### src/rtl/sub_arb_pkg.sv
// Shared types and constants for the two-requester subtractor arbiter.
package sub_arb_pkg;

    typedef enum logic [1:0] {
        IDLE = 2'd0,
        EXEC = 2'd1,
        RESP = 2'd2
    } sub_arb_state_t;

    localparam int NUM_REQ = 2;
    localparam int CNT_W   = 8;

endpackage

### src/rtl/rr_arb2.sv
// Two-input combinational round-robin grant; prio names the winner when both request.
module rr_arb2
    import sub_arb_pkg::*;
(
    input  logic [NUM_REQ-1:0] valid,
    input  logic               prio,
    output logic [NUM_REQ-1:0] grant
);

    always_comb begin
        grant = valid;
        if (valid == 2'b11) begin
            grant = prio ? 2'b10 : 2'b01;
        end
    end

endmodule

### src/rtl/sub_arbiter.sv
// Round-robin sequencer sharing one WIDTH-bit subtractor between two requesters.
// Optional macro SUB_SATURATE_EN clamps the result to 0 whenever a borrow occurs.
module sub_arbiter
    import sub_arb_pkg::*;
#(
    parameter int WIDTH = 8
) (
    input  logic             clk,
    input  logic             rst,
    input  logic             req0_valid,
    output logic             req0_ready,
    input  logic [WIDTH-1:0] req0_a,
    input  logic [WIDTH-1:0] req0_b,
    input  logic             req1_valid,
    output logic             req1_ready,
    input  logic [WIDTH-1:0] req1_a,
    input  logic [WIDTH-1:0] req1_b,
    output logic             rsp0_valid,
    input  logic             rsp0_ready,
    output logic [WIDTH-1:0] rsp0_data,
    output logic             rsp0_borrow,
    output logic             rsp1_valid,
    input  logic             rsp1_ready,
    output logic [WIDTH-1:0] rsp1_data,
    output logic             rsp1_borrow,
    output logic             busy,
    output logic [CNT_W-1:0] ops_done
);

    sub_arb_state_t state_reg, state_next;
    logic               prio_reg, prio_next;
    logic               gnt_id_reg, gnt_id_next;
    logic [WIDTH-1:0]   a_reg, a_next;
    logic [WIDTH-1:0]   b_reg, b_next;
    logic [WIDTH-1:0]   data_reg, data_next;
    logic               borrow_reg, borrow_next;
    logic [CNT_W-1:0]   ops_done_reg, ops_done_next;
    logic [NUM_REQ-1:0] rsp_valid_reg, rsp_valid_next;

    logic [NUM_REQ-1:0] req_valid, req_ready, rsp_ready, grant;
    logic [WIDTH-1:0]   req_a [NUM_REQ];
    logic [WIDTH-1:0]   req_b [NUM_REQ];
    logic [WIDTH:0]     sub_full;
    logic [WIDTH-1:0]   sub_data;

    assign req_valid = {req1_valid, req0_valid};
    assign rsp_ready = {rsp1_ready, rsp0_ready};
    assign req_a[0]  = req0_a;
    assign req_a[1]  = req1_a;
    assign req_b[0]  = req0_b;
    assign req_b[1]  = req1_b;

    rr_arb2 u_rr_arb2 (
        .valid (req_valid),
        .prio  (prio_reg),
        .grant (grant)
    );

    generate
        for (genvar gi = 0; gi < NUM_REQ; gi++) begin : g_ready
            assign req_ready[gi] = (state_reg == IDLE) && grant[gi];
        end
    endgenerate

    // The extra top bit of the widened difference is the unsigned borrow.
    assign sub_full = {1'b0, a_reg} - {1'b0, b_reg};
`ifdef SUB_SATURATE_EN
    assign sub_data = sub_full[WIDTH] ? '0 : sub_full[WIDTH-1:0];
`else
    assign sub_data = sub_full[WIDTH-1:0];
`endif

    always_comb begin
        state_next     = state_reg;
        prio_next      = prio_reg;
        gnt_id_next    = gnt_id_reg;
        a_next         = a_reg;
        b_next         = b_reg;
        data_next      = data_reg;
        borrow_next    = borrow_reg;
        ops_done_next  = ops_done_reg;
        rsp_valid_next = rsp_valid_reg;
        case (state_reg)
            IDLE: begin
                if (grant != '0) begin
                    gnt_id_next = grant[1];
                    a_next      = req_a[grant[1]];
                    b_next      = req_b[grant[1]];
                    state_next  = EXEC;
                end
            end
            EXEC: begin
                data_next                  = sub_data;
                borrow_next                = sub_full[WIDTH];
                rsp_valid_next             = '0;
                rsp_valid_next[gnt_id_reg] = 1'b1;
                state_next                 = RESP;
            end
            RESP: begin
                if ((rsp_valid_reg & rsp_ready) != '0) begin
                    rsp_valid_next = '0;
                    ops_done_next  = ops_done_reg + CNT_W'(1);
                    prio_next      = ~gnt_id_reg;
                    state_next     = IDLE;
                end
            end
            default: state_next = IDLE;
        endcase
    end

    always_ff @(posedge clk) begin
        if (rst) begin
            state_reg     <= IDLE;
            prio_reg      <= 1'b0;
            gnt_id_reg    <= 1'b0;
            a_reg         <= '0;
            b_reg         <= '0;
            data_reg      <= '0;
            borrow_reg    <= 1'b0;
            ops_done_reg  <= '0;
            rsp_valid_reg <= '0;
        end else begin
            state_reg     <= state_next;
            prio_reg      <= prio_next;
            gnt_id_reg    <= gnt_id_next;
            a_reg         <= a_next;
            b_reg         <= b_next;
            data_reg      <= data_next;
            borrow_reg    <= borrow_next;
            ops_done_reg  <= ops_done_next;
            rsp_valid_reg <= rsp_valid_next;
        end
    end

    assign req0_ready  = req_ready[0];
    assign req1_ready  = req_ready[1];
    assign rsp0_valid  = rsp_valid_reg[0];
    assign rsp1_valid  = rsp_valid_reg[1];
    assign rsp0_data   = data_reg;
    assign rsp1_data   = data_reg;
    assign rsp0_borrow = borrow_reg;
    assign rsp1_borrow = borrow_reg;
    assign busy        = (state_reg != IDLE);
    assign ops_done    = ops_done_reg;

endmodule
### config.mk
export PLATFORM = sky130hd
export DESIGN_NAME = sub_arbiter
export DESIGN_NICKNAME = d
export VERILOG_FILES = /design/src/rtl/sub_arb_pkg.sv /design/src/rtl/rr_arb2.sv /design/src/rtl/sub_arbiter.sv
export SDC_FILE = /design/constraint.sdc
export NUM_CORES = 1
export LEC_CHECK = 0
export BUFFER_PORTS_ARGS = -buffer_cell sky130_fd_sc_hd__buf_2
export CORE_ASPECT_RATIO = 0.9
export CORE_MARGIN = 8
export CORE_UTILIZATION = 54
export DETAILED_ROUTE_END_ITERATION = 12
export PLACE_DENSITY = 0.85
export SLEW_MARGIN = 20
export SYNTH_ARGS = -nofsm -noshare
export SYNTH_HDL_FRONTEND = slang
export SYNTH_HIERARCHICAL = 1
export SYNTH_SLANG_ARGS = --single-unit
### constraint.sdc
create_clock -name clk -period 3 [get_ports clk]
set_input_delay 0.3 -clock clk [delete_from_list [all_inputs] [get_ports clk]]
set_output_delay 0.3 -clock clk [all_outputs]
set_load 0.005 [all_outputs]
=== Yosys cells after proc, flatten, opt, wreduce, memory -nomap -nowiden ===
Cells that the tools add are included.

* Bitwise operators: 3
* Equal/unequal tests: 5
* Magnitude comparators: 3
* Multiplexer cells: 14
* Add/sub/neg operators: 2
* Reduce and logical (&&, ||, !) cells: 12

{| class="wikitable"
|+ Operator list
! cell !! count
|-
| 2-to-1 mux 8 bit || 6
|-
| subtractor 8 x 8 -> 9 bit || 1
|-
| adder 8 x 1 -> 8 bit (second input constant) || 1
|-
| 2-to-1 mux 2 bit || 4
|-
| AND reduction 2 bit || 4
|-
| nonzero test 2 bit || 4
|-
| case mux 2 bit (3 select lines) || 1
|-
| == test 2 bit (second input constant) || 2
|-
| case mux 2 bit (2 select lines) || 1
|-
| logical AND 1 bit || 3
|-
| AND 2 bit || 1
|-
| == test 2 x 1 -> 1 bit (second input constant) || 1
|-
| greater-or-equal comparator 2 bit (second input constant) || 1
|-
| zero test 2 bit || 1
|-
| less-than comparator 1 x 2 -> 1 bit (second input constant) || 1
|-
| inequality test 2 x 1 -> 1 bit (second input constant) || 1
|-
| inequality test 2 bit (second input constant) || 1
|-
| inverter 1 -> 2 bit || 1
|-
| demux 1 bit (select 1 bit) || 1
|-
| greater-or-equal comparator 1 bit (second input constant) || 1
|-
| 2-to-1 mux 1 bit || 1
|-
| inverter 1 bit || 1
|}

* Output and inout port bits: 31
* Bits of input ports: 38
* Bits in registers: 39

=== Longest topological paths before layout ===
Gate-level depths: netlist of run 1.

* Word-level depth: 6
* Gate-level depth with buffers: 8

=== Hierarchy ===
The synthesis of run 1 kept the hierarchy.

{| class="wikitable"
|+ Modules (own cells, without submodules)
! module !! times used !! sequential area each (um^2) !! cells each !! area each (um^2)
|-
| sub_arbiter || 1 || 780.7 || 232 || 2,019.4
|-
| rr_arb2 || 1 || 0.0 || 3 || 18.8
|}

=== Worst setup path after synthesis of run 1 ===
No wires, ideal clock.

* Kind: reg-to-reg
* From: register a_reg[0]
* To: register data_reg[6], in the netlist rsp0_data[6]
* Slack: 1,149 ps
* Data arrival time: 1,789 ps
* Required time: 2,938 ps
* Path buffers: 0
* Period minus slack after synthesis: 1,851 ps
* Stages on the path, launching flop included: 9
* Cell sequence: dfxtp_1 inv_1 ha_1 fa_1 nand2b_1 a21oi_2 o21ai_1 or4_1 nand3_1

* Longest elaborated chain between the ends: 1

{| class="wikitable"
|+ RTL lines
! item !! RTL line !! text
|-
| from (decl) || sub_arbiter.sv:33 || <nowiki>logic [WIDTH-1:0] a_reg, a_next;</nowiki>
|-
| from (signal assigned) || sub_arbiter.sv:126 || <nowiki>a_reg <= a_next;</nowiki>
|-
| subtractor 8 x 8 -> 9 bit || sub_arbiter.sv:66 || <nowiki>assign sub_full = {1'b0, a_reg} - {1'b0, b_reg};</nowiki>
|-
| to (signal assigned) || sub_arbiter.sv:128 || <nowiki>data_reg <= data_next;</nowiki>
|-
| to (decl) || sub_arbiter.sv:35 || <nowiki>logic [WIDTH-1:0] data_reg, data_next;</nowiki>
|}

No other way between the ends.
A chain may end at the register's enable or synchronous reset.

=== Worst setup path in the final report of run 1 ===
Same ends and word-level chain as after synthesis.

==> results by group, run 1 <==
Layout
  – Share of layout cells above drive strength 1: 0.2887
  – Register area: 780.7 um^2
  – Diodes inserted: 0
  – Fill cells: 316
  – Synth-to-Final Area Change: 19.64%
  – # nets final: roughly 340
  – Layout Utilization: 0.6629
  – Fin area: 2439 um^2
  – Most frequent cells in the layout: buf_2 (68), dfxtp_1 (39), nor2_1 (34)
  – Most common cell after layout, fill and taps aside: buf_2
  – Area occupied by multi-input gates: around 1100 um^2

CTS
  – PostCTS Resize Cnt: 0
  – Post-CTS setup buffer count: 0
  – Clock Sinks: 39
  – Clock root cell: clkbuf_8
  – CTS buffer count: 5
  – CTS tree: done
  – H-Tree Depth: 2
  – Post-CTS Hold Buffers: 0
  – Clock Latency Late Sink: 0.29 ns
  – Worst-path clk slew: around 0.07 ns
  – Max clock buf depth: 2

Die
  – Core ar.: roughly 3700 um^2
  – I/O pin count: slightly below 70
  – Die Wd: between 80 and 90 um
  – Die area: between 5000 and 6000 um^2
  – DIE HEIGHT: 74.29 um
  – Starting Density: 0.5541
  – Row count: 21

Power
  – Power per cell area: 572.5 nW/um^2
  – Logic pwr share: 0.252
  – Power share of the sequential group: 0.431
  – Leakage: approximately 1.1 nW
  – Sw Pwr: roughly 0.4 mW
  – Power Total: approximately 1.4 mW
  – Clock power frac: 0.317
  – Cell internal pwr: about 1 mW
  – VDD IR max: 0.0002882 V
  – Switching share of power: 0.2869

Setup path
  – Worst Path Class, Setup: reg -> reg
  – RR Startpoint: a_reg[0]
  – Worst Path Required: around 3.2 ns
  – CP Launch Point: a_reg[0]
  – CP Launch Type: flip-flop
  – Flop2flop setup slack: around 1 ns
  – Reg2Reg Depth: 8
  – Critical path endpoint category: flip-flop
  – Crit Path Max Fanout: 3
  – Worst path arrival time: ~2.2 ns
  – R2r endpoint: rsp0_data[6]

Global routing
  – Vias in the first global route: roughly 1700
  – Largest net degree at the start of global routing: between 40 and 50
  – All-Layer GR Usage: 0.1474
  – Initial antenna violation count: 0
  – GR Overflow Total: 0
  – First-pass GRT wire length: ~7000 um

Timing
  – Final number of hold-violating endpoints: 0
  – Tcrit/Tclk final: 0.6660
  – Slew Limit Fails: 0
  – RSZ-0062 raised after global routing: false
  – Max Fclk: about 500 MHz
  – Setup tns final: 0 ns
  – Min cycle time layout: roughly 2.0 ns
  – Setup-failing EPs final: 0
  – Worst-margin pin slew: roughly 0.73 ns
  – Final setup margin: 1.002 ns
  – Setup Skew: ~0.0028 ns
  – Worst rel slew slack: 0.5132

Yosys
  – Synth Instances: between 200 and 250
  – Yosys Warn Count: 6
  – Sequential area share after synthesis: 0.3831
  – Yosys reg bits: 39
  – Average size of a mapped cell: approximately 8.7 um^2
  – Cell area after synthesis: just over 2000 um^2
  – Synth cell types: 43
  – Syn_nets: 283

Route
  – Drt total wl: around 4200 um
  – Routed vias/inst: 5.151
  – Iter 0 DRT Violations: 96
  – Antenna-violating nets left: 0
  – WL/cell: approximately 13 um
  – DRC: 0
  – DRT Pass-1 Iters: 4
  – Via count: between 1500 and 2000

Flow run
  – Max-Cap Viols: 0

Place
  – Placed Area: between 2000 and 2500 um^2
  – DP Worst Slack: between 1 and 1.5 ns
  – Buffers on Ports: 68
  – Gpl congestion: ~0.80
  – Hpwl dp: 3325 um

Status
  – Status: finished, final reports clean

Hold path
  – Worst Hold End: b_reg[1]
  – Worst min-delay path class: in -> reg
  – Min-delay src: req0_b[1]
  – WHS Path Cells: 3
## critical path, stage by stage, from the launching register on
cell,delay [ns]
dfxtp_1,0.34
inv_1,0.05
ha_1,0.21
fa_1,0.40
nand2b_1,0.20
a21oi_2,0.17
o21ai_1,0.09
or4_1,0.40
nand3_1,0.09
## cells in the mapped netlist (all sizes together)
| library cell | count | share of area |
|---|---|---|
| a211o | 1 | 0.0043 |
| a211oi | 20 | 0.074 |
| a21boi | 2 | 0.0074 |
| a21o | 2 | 0.0074 |
| a21oi | 12 | 0.031 |
| a22oi | 1 | 0.0037 |
| a31o | 1 | 0.0043 |
| a31oi | 3 | 0.0092 |
| and2 | 1 | 0.0031 |
| and3 | 3 | 0.0092 |
| and4 | 1 | 0.0043 |
| buf | 17 | 0.055 |
| clkbuf | 4 | 0.0074 |
| dfxtp | 39 | 0.38 |
| fa | 1 | 0.0098 |
| ha | 9 | 0.055 |
| inv | 13 | 0.024 |
| mux2i | 16 | 0.079 |
| nand2 | 11 | 0.020 |
| nand2b | 3 | 0.0092 |
| nand3 | 8 | 0.020 |
| nand3b | 2 | 0.0074 |
| nand4 | 3 | 0.0092 |
| nor2 | 37 | 0.074 |
| nor2b | 2 | 0.0061 |
| nor3 | 3 | 0.0098 |
| nor4 | 1 | 0.0031 |
| nor4b | 2 | 0.0086 |
| o211ai | 1 | 0.0037 |
| o21ai | 4 | 0.0098 |
| or2 | 1 | 0.0031 |
| or2b | 1 | 0.0037 |
| or4 | 2 | 0.0074 |
| xnor2 | 2 | 0.0086 |
| xor2 | 6 | 0.026 |
## power by group through the flow
stage          logic, mW  registers [mW]  clock network [mW]
2_1_floorplan      0.270           0.608                   0
3_3_place_gp       0.344           0.610                   0
3_5_place_dp       0.353           0.614                   0
4_1_cts            0.355           0.602               0.449
5_1_grt            0.401           0.609               0.474
6_report           0.352           0.601               0.442
## metal layers
metal | vias to the layer above | share of wire | global-route usage
li1 | 922 | - | -
met1 | 747 | 0.48 | 0.1740
met2 | 63 | 0.43 | 0.2429
met3 | 4 | 0.079 | 0.05072
met4 | 0 | 0.0099 | 0.05149
met5 | - | 0 | 0
## how the worst max path moves through the flow
stage              endpoint  slack, ns  depth (start not counted)
4_1_cts        rsp0_data[6]       1.01                          8
2_1_floorplan  rsp0_data[6]       1.15                          8
3_3_place_gp   rsp0_data[6]       1.10                          8
5_1_grt        rsp0_data[6]       0.89                          8
3_5_place_dp   rsp0_data[6]       1.04                          8
6_report       rsp0_data[6]       1.00                          8
## cell families after synthesis
| family | count (synthesis) | synth area share |
|---|---|---|
| mux | 16 | 0.07857 |
| buf+inv | 34 | 0.08593 |
| xor+xnor | 8 | 0.03438 |
| fa+ha+maj | 10 | 0.06507 |
| compound gates | 47 | 0.1547 |
| flops | 39 | 0.3831 |
| simple gates | 81 | 0.1983 |
## cell type report
type,instances,share of cell area
Sequential cell,39,0.3202
Inverter,13,0.02001
Clock inverter,2,0.01437
Tap cell,46,0.02360
Multi-Input combinational cell,162,0.4454
Timing Repair Buffer,69,0.1426
Clock buffer,6,0.03386
## metrics by stage
step,hold slack [ns],cells
global route,0.3482,337
detailed placement,0.4608,329
CTS,0.3488,337
finish,0.3455,337
global placement,0.4523,329
floorplan,0.4590,235
Note: power is estimated with default switching activity, not from simulation.
==> run 2: changes to the inputs <==
Settings changed: CORE_UTILIZATION 54 to 45, PLACE_DENSITY 0.85 to 0.76.
Clock period 3 ns to 1.8 ns, I/O delays scaled along.
==> run 2 against run 1 <==
Flip-flop and latch count is the same; wire length rose by 9.0%; clock-buffer cell count shrank 1; hold slack worse by 0.12 ns; sequential power grew 66%; the flow now finishes with violations (negative setup slack); final area grew 4.3%; die area up 16%; largest power group unchanged; critical path type unchanged; critical path depth stayed put.
==> results by group, run 2 (synthesis gave the netlist of run 1 again) <==
Die
  – Die area: 6942 um^2
  – Die Wd: just under 90 um
  – Core ar.: roughly 4400 um^2
  – Starting Density: 0.4629
  – I/O pin count: 69
  – DIE HEIGHT: approximately 80 um
  – Row count: 23

CTS
  – Max clock buf depth: 2
  – H-Tree Depth: 2
  – Clock Sinks: 39
  – CTS tree: done
  – Post-CTS setup buffer count: 0
  – Clock Latency Late Sink: approximately 0.29 ns
  – CTS buffer count: 5
  – Clock root cell: clkbuf_8
  – Worst-path clk slew: roughly 0.080 ns

Setup path
  – Crit-path cells: inv_2 > ha_4 > fa_2 > nand2b_4 > a21oi_4 > o21ai_1 > or4_1 > nand3_1
  – Worst path arrival time: between 2 and 2.5 ns
  – Flop2flop setup slack: -0.03 ns
  – Critical path depth: 8
  – Buf/Inv on CP: 1
  – Reg2Reg Depth: 8
  – Worst Path Class, Setup: reg -> reg
  – CP max stage delay: about 0.4 ns
  – Critical path's slowest cell: or4_1
  – Top delay family on crit path: simple AND/OR/NAND/NOR gates
  – CP Launch Point: a_reg[0]
  – RR Startpoint: a_reg[0]
  – Worst Path Required: ~2 ns
  – R2r endpoint: rsp0_data[6]
  – Crit path capture: rsp0_data[6]
  – CP Launch Type: flip-flop
  – Crit Path Max Fanout: 2
  – Critical path endpoint category: flip-flop

Route
  – DRT Pass-1 Iters: 4
  – DRC: 0
  – Via count: approximately 1800
  – Drt total wl: 4616 um
  – Antenna-violating nets left: 0
  – Routed vias/inst: roughly 5
  – Iter 0 DRT Violations: 109
  – WL/cell: roughly 13 um

Layout
  – # nets final: around 350
  – Share of layout cells above drive strength 1: 0.3255
  – Layout Utilization: 0.5777
  – Register area: roughly 780 um^2
  – Synth-to-Final Area Change: 24.80%
  – Fill cells: between 300 and 400
  – Area occupied by multi-input gates: 1122 um^2
  – Most frequent cells in the layout: buf_2 (68), dfxtp_1 (38), nor2_1 (34)
  – Diodes inserted: 0
  – Finished Layout Cells: 360
  – Most common cell after layout, fill and taps aside: buf_2

Timing
  – Slew Limit Fails: 0
  – RSZ-0062 raised after global routing: true
  – Tcrit/Tclk final: 1.018
  – Final setup margin: -0.03228 ns
  – Hold_ws: approximately 0.22 ns
  – Max Fclk: around 550 MHz
  – Min cycle time layout: between 1.5 and 2 ns
  – Worst-margin pin slew: between 0.4 and 0.5 ns
  – Setup tns final: -0.03228 ns
  – Worst rel slew slack: 0.6932
  – Setup-failing EPs final: 1
  – Setup Skew: roughly 0.0064 ns
  – Final number of hold-violating endpoints: 0

Place
  – Gpl congestion: 0.8073
  – Cell Count Post-Placement: between 300 and 400
  – Buffers on Ports: ~70
  – Hpwl dp: 3542 um
  – DP Worst Slack: -0.07200 ns

Global routing
  – GR Overflow Total: 0
  – Vias in the first global route: roughly 1800
  – First-pass GRT wire length: roughly 7900 um
  – Initial antenna violation count: 0
  – Largest net degree at the start of global routing: 33
  – All-Layer GR Usage: 0.1405

Power
  – Power share of the sequential group: 0.418
  – Sw Pwr: ~0.72 mW
  – Leakage: between 1 and 1.5 nW
  – Switching share of power: 0.3014
  – Cell internal pwr: about 1.7 mW
  – Clock power frac: 0.303
  – Logic pwr share: 0.279
  – Power per cell area: ~940 nW/um^2
  – VDD IR max: 0.0004649 V

Status
  – Failing checks: negative setup slack
  – Status: finished, violations left

Hold path
  – Min-delay src: req0_b[7]
  – WHS Path Cells: 3
  – Worst min-delay path class: in -> reg

Flow run
  – Max-Cap Viols: 0
[run 2: power groups by stage]
| stage | registers [mW] | clock network [mW] | logic (mW) |
|---|---|---|---|
| after floorplan | 1.01 | 0 | 0.462 |
| after global placement | 1.02 | 0 | 0.631 |
| after detailed placement | 1.02 | 0 | 0.644 |
| after CTS | 1.00 | 0.743 | 0.655 |
| after global routing | 1.02 | 0.783 | 0.753 |
| final | 1.00 | 0.726 | 0.670 |
[run 2: worst reg2reg max path, stage by stage (launching register included)]
cell and delay, ns:
dfxtp_2 0.33, inv_2 0.04, ha_4 0.16, fa_2 0.39, nand2b_4 0.16, a21oi_4 0.13
o21ai_1 0.08, or4_1 0.41, nand3_1 0.09
[run 2: cell type report]
cell class	instances	share of cell area
multi-input cells	162	0.4412
flip-flops and latches	39	0.3074
repair buffers	76	0.1574
well taps	62	0.03050
clock buffers	5	0.02705
inverters	13	0.01918
clock inverters	3	0.01722
[run 2: routing by layer]
metal | up-vias | global-route usage | routed length, um
met3 | 6 | 0.05041 | 362
met4 | 0 | 0.05842 | 73
li1 | 936 | - | -
met2 | 61 | 0.2149 | 1946
met5 | - | 0 | 0
met1 | 790 | 0.1743 | 2233
[run 2: metrics by stage]
step	cell area, um^2	power (mW)
6_report	2544	2.399
5_1_grt	2544	2.553
3_3_place_gp	2404	1.648
2_1_floorplan	2048	1.476
4_1_cts	2530	2.401
3_5_place_dp	2404	1.664
[run 2: repair_timing]
| item | 4_1_cts | 5_1_grt |
|---|---|---|
| hold buffers | 0 | 0 |
| setup endpoints to repair | 1 | 2 |
| gates resized for setup | 4 | 2 |
| pin swaps | 3 | 0 |
[run 2: worst min path at each step]
stage / endpoint / slack (ns)
final: b_reg[7] / 0.22
after global routing: a_reg[0] / 0.23
after CTS: b_reg[7] / 0.22
after detailed placement: rsp0_data[3] / 0.46
after global placement: rsp0_data[2] / 0.45
after floorplan: rsp0_data[7] / 0.37
